--- src/rtl/dmem_port_arbiter.sv ---
// Round-robin arbiter sharing one ready/valid data-memory port between two MEM pipes.
// Optional BUSY watchdog enabled by defining ARB_TIMEOUT_EN.
module dmem_port_arbiter #(
  parameter int unsigned ADDR_W         = 32,
  parameter int unsigned DATA_W         = 32,
  parameter int unsigned TIMEOUT_CYCLES = 16
) (
  input  logic              clk,
  input  logic              reset,
  input  logic              req0,
  input  logic              we0,
  input  logic [ADDR_W-1:0] addr0,
  input  logic [DATA_W-1:0] wdata0,
  input  logic              req1,
  input  logic              we1,
  input  logic [ADDR_W-1:0] addr1,
  input  logic [DATA_W-1:0] wdata1,
  output logic              done0,
  output logic              done1,
  output logic              stall0,
  output logic              stall1,
  output logic [DATA_W-1:0] rdata,
  output logic              err,
  output logic              mem_req,
  output logic              mem_we,
  output logic [ADDR_W-1:0] mem_addr,
  output logic [DATA_W-1:0] mem_wdata,
  input  logic              mem_ready,
  input  logic [DATA_W-1:0] mem_rdata
);

  typedef enum logic [1:0] {IDLE, BUSY, RESP} state_t;

  if (TIMEOUT_CYCLES == 0) begin : g_bad_timeout
    $error("dmem_port_arbiter: TIMEOUT_CYCLES must be at least 1");
  end

  state_t              state, state_nxt;
  logic                last_grant, last_grant_nxt;
  logic                cur, cur_nxt;
  logic                gnt;
  logic                mem_req_nxt, mem_we_nxt;
  logic [ADDR_W-1:0]   mem_addr_nxt;
  logic [DATA_W-1:0]   mem_wdata_nxt, rdata_nxt;
  logic                done0_nxt, done1_nxt;

`ifdef ARB_TIMEOUT_EN
  localparam int unsigned CNT_W = $clog2(TIMEOUT_CYCLES + 1);
  logic [CNT_W-1:0] cnt, cnt_nxt;
  logic             err_nxt;
`endif

  // Stall is combinational so the pipe is released in the very cycle done rises.
  assign stall0 = req0 & ~done0;
  assign stall1 = req1 & ~done1;

  always_ff @(posedge clk) begin
    if (reset) begin
      state      <= IDLE;
      last_grant <= 1'b1;
      cur        <= 1'b0;
      mem_req    <= 1'b0;
      mem_we     <= 1'b0;
      mem_addr   <= '0;
      mem_wdata  <= '0;
      rdata      <= '0;
      done0      <= 1'b0;
      done1      <= 1'b0;
`ifdef ARB_TIMEOUT_EN
      cnt        <= '0;
      err        <= 1'b0;
`endif
    end else begin
      state      <= state_nxt;
      last_grant <= last_grant_nxt;
      cur        <= cur_nxt;
      mem_req    <= mem_req_nxt;
      mem_we     <= mem_we_nxt;
      mem_addr   <= mem_addr_nxt;
      mem_wdata  <= mem_wdata_nxt;
      rdata      <= rdata_nxt;
      done0      <= done0_nxt;
      done1      <= done1_nxt;
`ifdef ARB_TIMEOUT_EN
      cnt        <= cnt_nxt;
      err        <= err_nxt;
`endif
    end
  end

`ifndef ARB_TIMEOUT_EN
  assign err = 1'b0;
`endif

  always_comb begin
    state_nxt      = state;
    last_grant_nxt = last_grant;
    cur_nxt        = cur;
    mem_req_nxt    = mem_req;
    mem_we_nxt     = mem_we;
    mem_addr_nxt   = mem_addr;
    mem_wdata_nxt  = mem_wdata;
    rdata_nxt      = rdata;
    done0_nxt      = 1'b0;
    done1_nxt      = 1'b0;
`ifdef ARB_TIMEOUT_EN
    cnt_nxt        = cnt;
    err_nxt        = 1'b0;
`endif
    // On a tie the pipe that did not win last time is chosen.
    gnt = (req0 && req1) ? ~last_grant : req1;

    case (state)
      IDLE: begin
        if (req0 || req1) begin
          state_nxt      = BUSY;
          cur_nxt        = gnt;
          last_grant_nxt = gnt;
          mem_req_nxt    = 1'b1;
          mem_we_nxt     = gnt ? we1 : we0;
          mem_addr_nxt   = gnt ? addr1 : addr0;
          mem_wdata_nxt  = gnt ? wdata1 : wdata0;
`ifdef ARB_TIMEOUT_EN
          cnt_nxt        = '0;
`endif
        end
      end
      BUSY: begin
        if (mem_ready) begin
          state_nxt   = RESP;
          mem_req_nxt = 1'b0;
          done0_nxt   = ~cur;
          done1_nxt   = cur;
          if (!mem_we) begin
            rdata_nxt = mem_rdata;
          end
        end
`ifdef ARB_TIMEOUT_EN
        else if (cnt == CNT_W'(TIMEOUT_CYCLES - 1)) begin
          state_nxt   = RESP;
          mem_req_nxt = 1'b0;
          done0_nxt   = ~cur;
          done1_nxt   = cur;
          rdata_nxt   = '0;
          err_nxt     = 1'b1;
        end else begin
          cnt_nxt = cnt + CNT_W'(1);
        end
`endif
      end
      RESP:    state_nxt = IDLE;
      default: state_nxt = IDLE;
    endcase
  end

endmodule

--- config.mk ---
export PLATFORM = sky130hd
export DESIGN_NAME = dmem_port_arbiter
export DESIGN_NICKNAME = d
export VERILOG_FILES = /design/src/rtl/dmem_port_arbiter.sv
export SDC_FILE = /design/constraint.sdc
export NUM_CORES = 1
export LEC_CHECK = 0
export BUFFER_PORTS_ARGS = -buffer_cell sky130_fd_sc_hd__buf_2
export CAP_MARGIN = 25
export CORE_MARGIN = 2
export CORE_UTILIZATION = 44
export DETAILED_ROUTE_END_ITERATION = 10
export GPL_TIMING_DRIVEN = 0
export PLACE_DENSITY = 0.81
export SETUP_SLACK_MARGIN = 0.15
export SLEW_MARGIN = 15
export SYNTH_ARGS = -nofsm -noshare
export SYNTH_HDL_FRONTEND = slang
export SYNTH_SLANG_ARGS = --single-unit
--- constraint.sdc ---
create_clock -name clk -period 1.7 [get_ports clk]
set_input_delay 0.17 -clock clk [delete_from_list [all_inputs] [get_ports clk]]
set_output_delay 0.17 -clock clk [all_outputs]
set_load 0.03 [all_outputs]
==> flow_summary.json, run 1 <==
{
  "synth_enable_flop_cells": 0,
  "cts_hold_repair.buffers": 0,
  "fin_crit_ps": 1469,
  "tritoncts": "yes",
  "fin_nets": 989,
  "rsz_0062_raised_after_global_routing": "no",
  "fillers": 953,
  "synthesis.yosys.warnings": 0,
  "finalWirelength_um": 14640,
  "cp_max_fo": 10,
  "yosysTopAreaCellShare": 0.4575,
  "drv.max_cap_violation_count": 0,
  "setup_viols_final": 0,
  "synth_top_area_cell": "sky130_fd_sc_hd__dfxtp_1",
  "placement_rows": 37,
  "detailed_place_hpwl_um": 11060,
  "required_ps": 1970,
  "diodes": 0,
  "maxSlewHeadroom": 0.5119,
  "cts.reportedPaths.clkPinSlew_ps": 110,
  "utilization": 0.6246,
  "synth.ff_latch_count": 104,
  "die_area_um2": 11170,
  "outcome": "completed",
  "synth_area_per_cell_um2": 8.396,
  "place.port_buffers": 267,
  "yosysMostFrequentCell": "sky130_fd_sc_hd__nand2_1",
  "fp.dieW_um": 105.7,
  "drcViolationCount": 0,
  "clkSinkCount": 104,
  "synth_seq_area_share": 0.4575,
  "grt_max_degree": 19,
  "antenna_found_initial": 0,
  "cts-root-to-sink-buffers": 2,
  "setup.worst_path.start_class": "flop",
  "ios": 270,
  "mappedNetlistArea_um2": 4551,
  "die_h_um": 105.7,
  "setup_total_negative_slack_ps": 0,
  "clock-root-buffer": "sky130_fd_sc_hd__clkbuf_8",
  "timing_worst_slew_pin_value_ps": 732.2,
  "detail_route.first_pass.iterations": 4,
  "final-max-slew-violation-count": 0,
  "ir_drop_v": 0.0007082,
  "detail_route.wirelength.met1_um": 5918,
  "globalRouteTotalUtil": 0.2498,
  "tritoncts.num_buffers": 9,
  "antenna_violating_nets_post_route": 0,
  "max_clock_freq_ghz": 0.6808,
  "wire_length_of_the_first_global_routing_pass_um": 22490,
  "gr-total-overflow": 0,
  "first_global_vias": 4775,
  "share_of_cells_above_drive_strength_1": 0.4498,
  "r2r.worst_path.cells": 6,
  "detailroute.wirelength.met2_um": 7335,
  "core_region_area_um2": 10180,
  "register_area_um2": 2083,
  "finalHoldViolCount": 0,
  "synth_top_cells_by_area": "sky130_fd_sc_hd__dfxtp_1, sky130_fd_sc_hd__nand2_1, sky130_fd_sc_hd__a311oi_2, sky130_fd_sc_hd__a21oi_1, sky130_fd_sc_hd__a311oi_1",
  "via_per_instance_ratio": 5.225,
  "gp_routability_congestion": 0.8372,
  "min_period_over_period": 0.8641,
  "detailedRoute.firstIterationViolations": 259,
  "routed-wl-met3_um": 1081,
  "synth.cells.most_frequent": "sky130_fd_sc_hd__nand2_1, sky130_fd_sc_hd__dfxtp_1, sky130_fd_sc_hd__a21oi_1, sky130_fd_sc_hd__a311oi_2",
  "topRoutingLayerUsed": "met4",
  "ys.flop_type": "sky130_fd_sc_hd__dfxtp_1",
  "synthDistinctLibCells": 29,
  "area_delta_synth_final_pct": 39.79,
  "endpoint_kind": "flop",
  "wl_per_cell_um": 15.20,
  "postSynthNetCount": 709,
  "post_synth_inst_count": 542,
  "tightest_hold_check_type": "input pin to flop",
  "finClkSkew_ps": 16.30,
  "crit_type": "flop to flop",
  "worstPathArrival_ps": 1740,
  "asyncSetResetFlopFracSynth": 0,
  "pwr_density_cell_nw_per_um2": 1003,
  "initial_core_util": 0.4468,
  "worst_skew_late_latency_ps": 360,
  "rrSetupSlack_ps": 230,
  "cts_max_level": 3,
  "power_leakage_uw": 0.002993,
  "hold_path_depth": 3,
  "via_count": 5032,
  "multiInputGateArea_um2": 2202
}
final timing paths:
path,start,to
max reg2reg,state[1],mem_addr[24]
min reg2reg,mem_req,mem_req
max,state[1],mem_addr[24]
min,mem_rdata[29],rdata[29]
cell families (layout without fill, tap and decap cells):
kind of cell,after synthesis,count (layout),synth area share
DFF,104,104,0.4575
AOI/OAI and AO/OA,170,170,0.2972
buffers and inverters,57,342,0.06186
other,1,1,0.0008241
and+or+nand+nor,210,210,0.1826
registers in the layout, summed over array words and instances (netlist names):
register / flops
cur: 1
done0: 1
done1: 1
last_grant: 1
mem_addr: 32
mem_req: 1
mem_wdata: 32
mem_we: 1
rdata: 32
state: 2
report_power, final:
group	internal [uW]	switching [uW]	total [uW]	leakage, uW
logic	671	1190	1860	0.00202
registers	2670	125	2790	0.000858
clock network	847	881	1730	0.000115
repair_timing:
item,4_1_cts,5_1_grt
setup buffers,2,0
setup endpoints to repair,67,88
resized for setup,8,29
pin swaps,1,0
metal layers:
layer / up-vias / track usage
li1: 2458 / -
met1: 2320 / 0.2838
met2: 227 / 0.4627
met3: 27 / 0.05690
met4: 0 / 0.07519
met5: - / 0
cell type report:
class | count | area share
Buffer | 56 | 0.04937
Clock buffer | 9 | 0.01947
Clock inverter | 7 | 0.01574
Inverter | 1 | 0.0005901
Multi-Input combinational cell | 381 | 0.3462
Sequential cell | 104 | 0.3275
Tap cell | 136 | 0.02675
Timing Repair Buffer | 269 | 0.2144
placed cells by master (no fill, tap or decap):
cell type / synthesis / layout
sky130_fd_sc_hd__dfxtp_2: 0 / 1
sky130_fd_sc_hd__a311oi_1: 26 / 26
sky130_fd_sc_hd__nor2_4: 0 / 1
sky130_fd_sc_hd__buf_6: 5 / 5
sky130_fd_sc_hd__clkinv_4: 0 / 1
sky130_fd_sc_hd__a21boi_2: 0 / 1
sky130_fd_sc_hd__or2_1: 1 / 1
sky130_fd_sc_hd__nand4bb_1: 1 / 1
sky130_fd_sc_hd__bufinv_16: 0 / 2
sky130_fd_sc_hd__clkbuf_2: 1 / 12
sky130_fd_sc_hd__a21oi_1: 100 / 100
sky130_fd_sc_hd__clkbuf_4: 0 / 3
sky130_fd_sc_hd__nor2b_1: 2 / 2
sky130_fd_sc_hd__clkinv_2: 0 / 1
sky130_fd_sc_hd__dfxtp_1: 104 / 103
sky130_fd_sc_hd__inv_6: 0 / 3
sky130_fd_sc_hd__buf_4: 2 / 7
sky130_fd_sc_hd__nand2_1: 197 / 197
sky130_fd_sc_hd__buf_12: 0 / 1
sky130_fd_sc_hd__inv_1: 1 / 1
sky130_fd_sc_hd__buf_1: 5 / 1
sky130_fd_sc_hd__nor3_1: 1 / 1
sky130_fd_sc_hd__nand3_1: 1 / 1
sky130_fd_sc_hd__nor4bb_2: 0 / 1
sky130_fd_sc_hd__and2_1: 1 / 1
sky130_fd_sc_hd__a311oi_2: 39 / 39
sky130_fd_sc_hd__a31oi_1: 1 / 1
sky130_fd_sc_hd__conb_1: 1 / 1
sky130_fd_sc_hd__nand3b_1: 1 / 1
sky130_fd_sc_hd__buf_2: 17 / 281
sky130_fd_sc_hd__a21bo_2: 2 / 2
sky130_fd_sc_hd__clkbuf_1: 26 / 15
sky130_fd_sc_hd__clkbuf_8: 0 / 9
sky130_fd_sc_hd__and2_4: 1 / 1
sky130_fd_sc_hd__o21ai_0: 1 / 1
sky130_fd_sc_hd__nor2_1: 1 / 1
sky130_fd_sc_hd__or3b_2: 1 / 1
stage by stage:
stage / setup slack (ps) / area [um2] / hold WS [ps] / power (uW) / instances
after CTS: 121.8 / 6325 / 26.37 / 6405 / 963
after floorplan: 306.5 / 4551 / 306.0 / 4037 / 542
after global routing: 142.0 / 6361 / 26.62 / 6686 / 963
after global placement: -70.84 / 6057 / 413.5 / 4635 / 945
after detailed placement: -128.4 / 6057 / 417.8 / 4658 / 945
final: 231.1 / 6361 / 44.99 / 6377 / 963
critical path, stage by stage, from the launching register on:
cell                       delay, ps
sky130_fd_sc_hd__dfxtp_1         380
sky130_fd_sc_hd__nor2_4          150
sky130_fd_sc_hd__buf_12          130
sky130_fd_sc_hd__buf_4           190
sky130_fd_sc_hd__buf_4           190
sky130_fd_sc_hd__a21oi_1          90
sky130_fd_sc_hd__a311oi_2        260
(Power assumes the default switching activity.)
==> run 2: changes to the inputs <==
--- a/config.mk
+++ b/config.mk
@@ -7,11 +7,11 @@
 export LEC_CHECK = 0
 export BUFFER_PORTS_ARGS = -buffer_cell sky130_fd_sc_hd__buf_2
 export CAP_MARGIN = 25
-export CORE_MARGIN = 2
-export CORE_UTILIZATION = 44
+export CORE_AREA = 2 2 106 108
 export DETAILED_ROUTE_END_ITERATION = 10
+export DIE_AREA = 0 0 108 110
 export GPL_TIMING_DRIVEN = 0
-export PLACE_DENSITY = 0.81
+export PLACE_DENSITY = 0.79
 export SETUP_SLACK_MARGIN = 0.15
 export SLEW_MARGIN = 15
 export SYNTH_ARGS = -nofsm -noshare
==> constraint.sdc (replaced) <==
create_clock -name clk -period 1.8 [get_ports clk]
set_input_delay 0.18 -clock clk [delete_from_list [all_inputs] [get_ports clk]]
set_output_delay 0.18 -clock clk [all_outputs]
set_load 0.03 [all_outputs]
==> run 2 against run 1 <==
  * Sequential power decreased by 6%
  * Sequential share of layout area increased by 0.26 points
  * Register-to-register slack improved by 40 ps
  * Critical path depth decreased by 1
  * Highest routed layer unchanged
==> flow_summary.json, run 2 (synthesized netlist as in run 1, its figures left out) <==
{
  "final-max-slew-violation-count": 0,
  "ios": 270,
  "clock-root-buffer": "sky130_fd_sc_hd__clkbuf_8",
  "required_ps": 2090,
  "utilization": 0.5896,
  "detail_route.first_pass.iterations": 4,
  "setup.worst_path.start_class": "flop",
  "detailed_place_hpwl_um": 10810,
  "power_leakage_uw": 0.002948,
  "place.port_buffers": 267,
  "placed_cell_area_um2": 6062,
  "gr-total-overflow": 0,
  "antenna_violating_nets_post_route": 0,
  "rsz_0062_raised_after_global_routing": "yes",
  "cts-root-to-sink-buffers": 2,
  "die_h_um": 110,
  "endpoint_kind": "flop",
  "antenna_found_initial": 0,
  "placement_rows": 38,
  "worst_skew_late_latency_ps": 370,
  "cp_max_fo": 10,
  "ir_drop_v": 0.0005284,
  "initial_core_util": 0.4254,
  "finish.instance_area_um2": 6307,
  "gr-usage-met1": 0.2688,
  "grt_max_degree": 20,
  "cts.reportedPaths.clkPinSlew_ps": 120,
  "tritoncts": "yes",
  "gp_routability_congestion": 0.8325,
  "outcome": "completed",
  "first_global_vias": 4590,
  "die_area_um2": 11880,
  "cts_hold_repair.buffers": 0,
  "tritoncts.num_buffers": 9,
  "groute.layer.met3.usage": 0.07407,
  "gr-usage-met2": 0.4119,
  "drcViolationCount": 0,
  "grt-busiest-layer": "met2",
  "clkSinkCount": 104,
  "maxSlewHeadroom": 0.5362,
  "cts_max_level": 3,
  "max_clock_freq_ghz": 0.6538,
  "worstPathArrival_ps": 1820,
  "layout.cells.most_common": "sky130_fd_sc_hd__buf_2",
  "timing_worst_slew_pin_value_ps": 695.7,
  "area_delta_synth_final_pct": 38.60,
  "detailedRoute.firstIterationViolations": 297,
  "fin_crit_ps": 1529,
  "core_region_area_um2": 10700,
  "place_worst_setup_slack_ps": 43.77,
  "diodes": 0,
  "via_count": 4925,
  "share_of_cells_above_drive_strength_1": 0.4370,
  "finalHoldViolCount": 0,
  "min_period_over_period": 0.8497,
  "wl_per_cell_um": 14.81,
  "biggestRegsByFlops": "mem_addr: 32 flops, mem_wdata: 32 flops, rdata: 32 flops",
  "pwr_density_cell_nw_per_um2": 939.2,
  "setup_total_negative_slack_ps": 0,
  "crit_type": "flop to flop",
  "via_per_instance_ratio": 5.098,
  "finClkSkew_ps": 15.16,
  "globalRouteTotalUtil": 0.2334,
  "tightest_hold_check_type": "input pin to flop",
  "setup_viols_final": 0,
  "final_cell_mix": "sky130_fd_sc_hd__buf_2, sky130_fd_sc_hd__nand2_1, sky130_fd_sc_hd__dfxtp_1, sky130_fd_sc_hd__a21oi_1, sky130_fd_sc_hd__a311oi_2",
  "fp.dieW_um": 108,
  "fin_nets": 988,
  "fillers": 1037,
  "finalPower_uw": 5924,
  "finalWirelength_um": 14310,
  "drv.max_cap_violation_count": 0,
  "rrSetupSlack_ps": 270,
  "post-route-worst-setup-slack_ps": 270.5,
  "wire_length_of_the_first_global_routing_pass_um": 22000
}
run 2: changes by cell type in the layout (fill, tap and decap cells not counted), moves of 2 or more:
cell | before | now
sky130_fd_sc_hd__inv_8 | 0 | 2
sky130_fd_sc_hd__clkbuf_2 | 12 | 6
sky130_fd_sc_hd__clkbuf_1 | 15 | 22
sky130_fd_sc_hd__buf_4 | 7 | 5
run 2: metrics by stage:
stage                     std cells  hold slack (ps)
final                           966            37.67
after global routing            966            22.60
after CTS                       965            25.84
after detailed placement        949            425.8
after global placement          949            422.2
after floorplan                 542            316.0
run 2: per-layer routing:
layer | vias to the layer above | part of all wire
met2 | 203 | 0.49
met4 | 0 | 0.023
met5 | - | 0
met3 | 26 | 0.093
met1 | 2237 | 0.39
li1 | 2459 | -
run 2: layout make-up:
cell class / instances / area, um2 / area share
multi-input combinational: 381 / 2192 / 0.3475
sequential: 104 / 2082 / 0.3301
timing repair buffer: 268 / 1344 / 0.2131
buffer: 56 / 300.3 / 0.04761
tap: 140 / 175.2 / 0.02777
clock buffer: 9 / 123.9 / 0.01964
clock inverter: 7 / 86.33 / 0.01369
inverter: 1 / 3.754 / 0.0005951
run 2: final timing paths:
check	startpoint	to	depth (start not counted)
setup / recovery	state[1]	rdata[10]	5
hold / removal	mem_rdata[22]	rdata[22]	3
setup reg to reg	state[1]	rdata[10]	5
hold reg to reg	cur	done0	1
run 2: what timing repair did:
| item | in CTS | in global routing |
|---|---|---|
| setup buffers | 0 | 1 |
| pin swaps | 0 | 1 |
| endpoints found under the setup margin | 25 | 54 |
| resized for setup | 4 | 16 |
run 2: where the power goes:
part,internal [uW],leakage [uW],switching [uW]
Clock,676,0.000104,896
Combinational,615,0.00199,1100
Sequential,2520,0.000858,116
run 2: worst max-delay path, stage by stage, from the launching register on:
cell	delay, ps
sky130_fd_sc_hd__dfxtp_1	440
sky130_fd_sc_hd__nand4bb_1	150
sky130_fd_sc_hd__clkbuf_1	210
sky130_fd_sc_hd__clkbuf_1	400
sky130_fd_sc_hd__nand2_1	100
sky130_fd_sc_hd__a21oi_1	170
